$ cat config.mk
export PLATFORM = sky130hd
export DESIGN_NAME = rr_reg_arbiter
export DESIGN_NICKNAME = d
export VERILOG_FILES = /design/src/rtl/rr_reg_arbiter_pkg.sv /design/src/rtl/rr_reg_arbiter_arb.sv /design/src/rtl/rr_reg_arbiter.sv
export SDC_FILE = /design/constraint.sdc
export NUM_CORES = 1
export LEC_CHECK = 0
export CAP_MARGIN = 20
export CELL_PAD_IN_SITES_DETAIL_PLACEMENT = 0
export CELL_PAD_IN_SITES_GLOBAL_PLACEMENT = 1
export CORE_MARGIN = 2
export CORE_UTILIZATION = 25
export DETAILED_ROUTE_END_ITERATION = 10
export GPL_TIMING_DRIVEN = 0
export HOLD_SLACK_MARGIN = 0.1
export PLACE_DENSITY_LB_ADDON = 0.1
export SYNTH_ARGS = -nofsm -noshare
export SYNTH_HDL_FRONTEND = slang
export SYNTH_HIERARCHICAL = 1
export SYNTH_SLANG_ARGS = --single-unit
$ cat constraint.sdc
create_clock -name clk_i -period 2.77 [get_ports clk_i]
set_input_delay 0.554 -clock clk_i [delete_from_list [all_inputs] [get_ports clk_i]]
set_output_delay 0.554 -clock clk_i [all_outputs]
set_load 0.01 [all_outputs]
$ cat src/rtl/rr_reg_arbiter_pkg.sv
// Shared types and helpers for the round-robin register arbiter.
//   id_width()  : width of a requester index, at least one bit
//   req_id_t    : requester index at the default requester count
//   state_e     : register occupancy, EMPTY or FULL
package rr_reg_arbiter_pkg;

   localparam int unsigned num_req_dflt_lp = 4;
   localparam int unsigned width_dflt_lp   = 8;

   // A single requester still carries a 1-bit index so id_o never collapses
   // to zero width.
   function automatic int unsigned id_width(input int unsigned n);
      return (n <= 1) ? 1 : $clog2(n);
   endfunction

   localparam int unsigned id_w_dflt_lp = id_width(num_req_dflt_lp);

   typedef logic [id_w_dflt_lp-1:0] req_id_t;

   typedef enum logic {
      EMPTY = 1'b0,
      FULL  = 1'b1
   } state_e;

endpackage

$ cat src/rtl/rr_reg_arbiter_arb.sv
// Combinational round-robin arbiter.
//   req       : request vector, one bit per requester
//   ptr       : highest-priority requester index this cycle
//   grant     : one-hot grant, all zero when nobody requests
//   grant_id  : encoded index of the granted requester (0 when no grant)
//   any_grant : at least one requester is granted
module rr_arb
   import rr_reg_arbiter_pkg::*;
#(
   parameter int unsigned num_req_p = 4,
   parameter int unsigned id_w_lp   = id_width(num_req_p)
) (
   input  logic [num_req_p-1:0] req,
   input  logic [id_w_lp-1:0]   ptr,
   output logic [num_req_p-1:0] grant,
   output logic [id_w_lp-1:0]   grant_id,
   output logic                 any_grant
);

   // Two-pass scan: first the requesters at or above ptr, then the ones
   // below it. This gives the wrapping order ptr, ptr+1, ... without a
   // modulo on a variable index.
   always_comb begin
      grant     = '0;
      grant_id  = '0;
      any_grant = 1'b0;
      for (int k = 0; k < int'(num_req_p); k++) begin
         if (!any_grant && req[k] && (k >= int'(ptr))) begin
            any_grant = 1'b1;
            grant[k]  = 1'b1;
            grant_id  = id_w_lp'(k);
         end
      end
      for (int k = 0; k < int'(num_req_p); k++) begin
         if (!any_grant && req[k]) begin
            any_grant = 1'b1;
            grant[k]  = 1'b1;
            grant_id  = id_w_lp'(k);
         end
      end
   end

endmodule

$ cat src/rtl/rr_reg_arbiter.sv
// Round-robin arbiter in front of a single enabled register stage.
// Several producers compete for one register; the winner's word is captured
// and held until the consumer takes it. The register refills in the same
// cycle it drains, so a busy stream moves one word per cycle.
//   clk_i    : clock
//   reset_i  : synchronous active-high reset
//   valid_i  : per-requester valid
//   data_i   : requester k data at [k*width_p +: width_p]
//   ready_o  : per-requester accept, at most one bit high
//   valid_o  : register holds an unconsumed word
//   data_o   : registered word
//   id_o     : requester that supplied the registered word
//   ready_i  : consumer takes data_o this cycle
module rr_reg_arbiter
   import rr_reg_arbiter_pkg::*;
#(
   parameter int unsigned num_req_p = 4,
   parameter int unsigned width_p   = 8,
   parameter int unsigned id_w_lp   = id_width(num_req_p)
) (
   input  logic                           clk_i,
   input  logic                           reset_i,
   input  logic [num_req_p-1:0]           valid_i,
   input  logic [num_req_p*width_p-1:0]   data_i,
   output logic [num_req_p-1:0]           ready_o,
   output logic                           valid_o,
   output logic [width_p-1:0]             data_o,
   output logic [id_w_lp-1:0]             id_o,
   input  logic                           ready_i
);

   state_e                              state_r;
   logic [id_w_lp-1:0]                  ptr_r;
   logic [width_p-1:0]                  data_r;
   logic [id_w_lp-1:0]                  id_r;

   logic [num_req_p-1:0][width_p-1:0]   data_arr;
   logic [num_req_p-1:0]                grant;
   logic [id_w_lp-1:0]                  grant_id;
   logic                                any_grant;
   logic                                full_r;
   logic                                slot_free;
   logic                                accept;
   logic [width_p-1:0]                  win_data;
   logic [id_w_lp-1:0]                  ptr_nxt;

   assign data_arr = data_i;
   assign full_r   = (state_r == FULL);

   rr_arb #(
      .num_req_p (num_req_p),
      .id_w_lp   (id_w_lp)
   ) u_arb (
      .req       (valid_i),
      .ptr       (ptr_r),
      .grant     (grant),
      .grant_id  (grant_id),
      .any_grant (any_grant)
   );

   // A full register that is being drained this cycle counts as free.
   assign slot_free = !full_r || ready_i;
   assign accept    = !reset_i && slot_free && any_grant;
   assign ready_o   = accept ? grant : '0;

   // Grant is one-hot, so an AND-OR select is enough to pick the word.
   always_comb begin
      win_data = '0;
      for (int k = 0; k < int'(num_req_p); k++) begin
         if (grant[k]) win_data = win_data | data_arr[k];
      end
   end

   // Priority moves to the requester after the winner, wrapping at the top.
   // With one requester this is always 0.
   assign ptr_nxt = (grant_id == id_w_lp'(num_req_p - 1)) ? '0
                                                          : grant_id + 1'b1;

   // Occupancy and priority pointer. The pointer only moves on accept, so
   // idle and stalled cycles keep the current priority.
   always_ff @(posedge clk_i) begin
      if (reset_i) begin
         state_r <= EMPTY;
         ptr_r   <= '0;
      end else begin
         case (state_r)
            EMPTY: begin
               if (accept) begin
                  state_r <= FULL;
                  ptr_r   <= ptr_nxt;
               end
            end
            FULL: begin
               if (accept) begin
                  ptr_r <= ptr_nxt;
               end else if (ready_i) begin
                  state_r <= EMPTY;
               end
            end
            default: state_r <= EMPTY;
         endcase
      end
   end

   // Data/id register, loaded only on accept. After a drain it keeps the
   // last word, which is harmless because valid_o is low.
   always_ff @(posedge clk_i) begin
      if (reset_i) begin
         data_r <= '0;
         id_r   <= '0;
      end else if (accept) begin
         data_r <= win_data;
         id_r   <= grant_id;
      end
   end

   assign valid_o = full_r;
   assign data_o  = data_r;
   assign id_o    = id_r;

endmodule

# Word level (Yosys, flattened, before mapping)
# Cells that the tools add are included.
[op_classes]
reduce_logical = 22
eq_ne = 1
n_div = 0
magnitude_cmp = 3
bitwise_logic = 4
n_mul = 0
n_mux = 33
n_shift = 0
addsub = 1
[ops]
columns = ["op", "count"]
rows = [
  ["two-way mux 8 bit", 4],
  ["OR 8 bit", 3],
  ["two-way mux 1 bit", 19],
  ["two-way mux 2 bit", 8],
  ["logical AND 1 bit", 12],
  ["zero test 1 bit", 9],
  [">= comparator 1 x 2 -> 1 bit, first input constant", 2],
  ["two-way mux 4 bit", 1],
  ["adder 2 x 1 -> 2 bit, second input constant", 1],
  ["== test 2 bit, second input constant", 1],
  [">= comparator 2 bit, first input constant", 1],
  ["case mux 1 bit (2 select lines)", 1],
  ["logical OR 1 bit", 1],
  ["inverter 1 bit", 1],
]
[totals]
mem_count = 0
ramBits = 0
output_inout_bits = 15
in_bits = 39
latchBits = 0
ff_bits = 13
romBits = 0

# Depth between registers and ports, before layout
[logic_depth]
ltp_word = 29
ltp_mapped = 7
depth_no_buf = 6

# Cells and area by module
# Netlist, hierarchy kept.
[by_module_without_submodules]
columns = ["mod", "cells_each", "area_each_um2", "instances"]
rows = [
  ["rr_reg_arbiter", 76, 656.9, 1],
  ["rr_arb", 33, 222.7, 1],
]

# Least setup slack after synthesis
# Ideal clock, no wire load.
[synth_timing]
path_kind = "input -> output"
from = "in valid_i[3]"
to = "out ready_o[0]"
arrival_time_ps = 1682
path_stages = 6
required_ps = 2216
setup_slack_ps = 534
path_buffers = 2
cell_sequence = "buf_4 -> o21a_1 -> o22ai_1 -> and2_1 -> buf_1 -> nor3b_1"
[synth_lines]
columns = ["element", "line", "text"]
rows = [
  ["start: declaration", "rr_reg_arbiter.sv:23", "input logic [num_req_p-1:0] valid_i,"],
  ["logical AND 1 bit", "rr_reg_arbiter_arb.sv:28", "if (!any_grant && req[k] && (k >= int'(ptr))) begin"],
  ["two-way mux 1 bit", "rr_reg_arbiter_arb.sv:28", ""],
  ["zero test 1 bit", "rr_reg_arbiter_arb.sv:35", "if (!any_grant && req[k]) begin"],
  ["logical AND 1 bit", "rr_reg_arbiter_arb.sv:35", ""],
  ["two-way mux 1 bit", "rr_reg_arbiter_arb.sv:35", ""],
  ["net grant[0]", "rr_reg_arbiter.sv:38", "logic [num_req_p-1:0] grant;"],
  ["two-way mux 4 bit", "rr_reg_arbiter.sv:64", "assign ready_o = accept ? grant : '0;"],
  ["end: declaration", "rr_reg_arbiter.sv:25", "output logic [num_req_p-1:0] ready_o,"],
]
# The timed path passes the listed nets, and every way through them passes these cells.

# Final worst setup path
[layout_timing]
from = "in ready_i"
to = "out ready_o[0]"
[layout_via]
elab_chain_len = 4
[layout_rtl]
columns = ["element", "line", "text"]
rows = [
  ["start: declaration", "rr_reg_arbiter.sv:29", "input logic ready_i"],
  ["logical OR 1 bit", "rr_reg_arbiter.sv:62", "assign slot_free = !full_r || ready_i;"],
  ["logical AND 1 bit (2 in a row)", "rr_reg_arbiter.sv:63", "assign accept = !reset_i && slot_free && any_grant;"],
  ["two-way mux 4 bit", "rr_reg_arbiter.sv:64", ""],
]
# No other way between the ends.

==> reports/results.txt <==
Status = complete, no violations
Worst vdd rail ir drop = 0.174 mV
Pwr dens = 408 mW/mm^2
Layout Cells excl Fill = 204
Area of the multi-input gates = 541 sq um
Post-route DRC = 0
Yosys cell types = 34
Vias = 1030
Warnings, synthesis = 6
Post-synthesis sequential area ratio = 29.6%
First-pass GRT wire length = 4660 um
Total area of sequential cells = 260 sq um
Routability cong. = 0.787
Post-synthesis simple-gate area fraction = 15.2%
Fin crit period = 2.61 ns
RSZ-0062 raised after global routing = no
Fin worst setup slack = 0.163 ns
Antenna Nets Post-Route = 0
Sink Count = 13
Synthesized-area fraction occupied by adder cells = 1.42%
Pin count of the biggest net entering global routing = 11
Grt ovf = 0
Ant diodes = 0
First-pass detailed-route iteration total = 4
Leakage = 0.532 nW
Pre-CTS setup slack = -0.519 ns
Drt first-iter violations = 40
Total GRT Usage = 14.7%
Synth Cell Area = 880 sq um
Slew Limit Fails = 0
Worst path required time = 2.22 ns
Setup Skew = 0.00552 ns
Maximum clock rate = 384 MHz
Wire per inst = 14.4 um
Clock Pin Slew Worst Setup and Hold Paths = 0.08 ns
Detailed Route WL = 2930 um
H-tree levels = 1
Fill cell count = 392
# nets final = 199
Slew headroom = 58.5%
Core Area = 0.00336 sq mm
CP max FO = 10
HPWL after detailed placement = 2240 um
CTS tree = built
Register bit total from synthesis = 13
Arrival time at the worst endpoint = 2.05 ns
Via/cell ratio = 5.05
Die Wd = 63.3 um
TritonCTS Buffers = 3
Gate count of the mapped netlist = 109
Worst Setup End Kind = primary output
Actual slew at the worst max-slew pin = 0.620 ns
Post-CTS setup buffers = 0
Final core occ = 42.9%
Row count = 21
Placed cells = 204
Port buffer count = 49
Startpoint Class = input port
Compound-Gate Fraction of Synth Area = 43.2%
WS Path Type = input port to primary output
Hold Violations, Final = 0
HP Class = register to register
Vias in the first global route = 968
Maxcap violations = 0
Clk root buf = clkbuf_4
Mux cell area share after synthesis = 1.14%
Period utilisation layout = 94.1%
Xor/xnor share of the synthesized area = 0%
Layout cells sized above 1 = 9.49%
Top-level I/O count = 54
Area Overhead vs Synth = 63.9%
Initial antenna violation count = 0
Largest family of logic cells by synthesized area = compound AO/OA/AOI/OAI gates
Worst-Skew Late Latency = 0.27 ns
Final setup viols = 0
Sum of negative setup slack = 0 ns
Die footprint = 0.00401 sq mm
Clock buffer depth = 2
Initial Util = 26.2%
Mapped Nets = 149
Die span in y = 63.3 um
Syn_area_per_cell = 8.07 sq um
layer usage:
layer	part of all wire, %	up-vias	wire length (um)	global-route usage, %
li1	-	522	-	-
met1	45	464	1320	17.2
met2	48	42	1400	26.5
met3	6.2	2	181	4.29
met4	0.79	0	23	3.26
met5	0	-	0	0
where the power goes:
| group | switching [mW] | leakage (nW) | internal [mW] |
|---|---|---|---|
| sequential | 0.0122 | 0.108 | 0.209 |
| clock | 0.0618 | 0.0150 | 0.0557 |
| combinational | 0.110 | 0.409 | 0.139 |
worst paths after layout:
check	from	end	slack [ns]	cells past startpoint
max	ready_i	ready_o[0]	0.16	6
min	id_o[0]	id_o[0]	0.48	2
max reg2reg	ptr_r[1]	ptr_r[0]	1.03	6
min reg2reg	id_o[0]	id_o[0]	0.48	2
through the flow:
stage	power (mW)	hold slack, ns	instance area [sq um]
finish	0.588	0.482	1440
global route	0.629	0.523	1440
CTS	0.594	0.486	1440
detailed placement	0.481	0.476	1430
global placement	0.478	0.468	1430
floorplan	0.359	0.463	880
flip-flops by register name, indices dropped and copies added (netlist names):
register  flops
valid_o       1
ptr_r         2
data_o        8
id_o          2
placed cells by master, fill, tap and decap left out, types with 5 or more instances in the layout:
cell type,synthesis,layout
clkdlybuf4s50_1,0,44
a21oi_1,16,16
a22oi_1,16,16
dfxtp_1,13,13
a311oi_1,8,8
o21ai_0,5,5
dlygate4sd2_1,0,5
synth_stat cells:
cell	n	share of area (%)
and3_1	1	0.71
buf_2	2	1.1
buf_4	2	1.7
nand2b_1	2	1.4
o21ai_0	5	2.8
o221a_2	1	1.3
a21o_1	1	0.85
o21a_1	2	1.7
nor3b_1	4	3.4
buf_6	2	2.6
nand3_1	3	1.7
a311oi_1	8	8.0
a221oi_2	1	1.7
clkbuf_1	2	0.85
o22ai_1	1	0.71
nor2b_1	3	2.1
inv_2	1	0.43
o21ai_1	1	0.57
a2bb2oi_1	1	1.0
a22oi_1	16	14
clkbuf_2	1	0.57
dfxtp_1	13	30
mux2i_1	1	1.1
and2_1	1	0.71
a21oi_1	16	9.1
a221oi_1	1	1.0
o21bai_1	1	0.85
nand2_1	4	1.7
nand3b_1	1	0.85
buf_1	4	1.7
or4_1	1	0.85
ha_1	1	1.4
inv_1	1	0.43
nor2_1	4	1.7
final cells by class:
type | count | area share [%]
sequential | 13 | 18.1
timing repair buffer | 49 | 33.6
multi-input combinational | 81 | 37.5
clock buffer | 4 | 1.82
tap | 46 | 3.99
buffer | 9 | 4.51
inverter | 2 | 0.521
cell families after synthesis:
family | Yosys count
and+or+nand+nor | 24
adders and majority gates | 1
muxes | 1
buffers and inverters | 15
DFF | 13
AOI/OAI and AO/OA | 55
worst max-delay path: stages:
cell and delay [ns]:
clkdlybuf4s50_1 0.47, nand2b_2 0.16, buf_4 0.19, nand2_1 0.12, nor3b_1 0.24, dlygate4sd2_1 0.32
what timing repair did:
item	4_1_cts	5_1_grt
hold buffers	0	0
gates resized for setup	9	0
endpoints found under the setup margin	4	0
No activity file was read; power rests on OpenSTA's default activity.
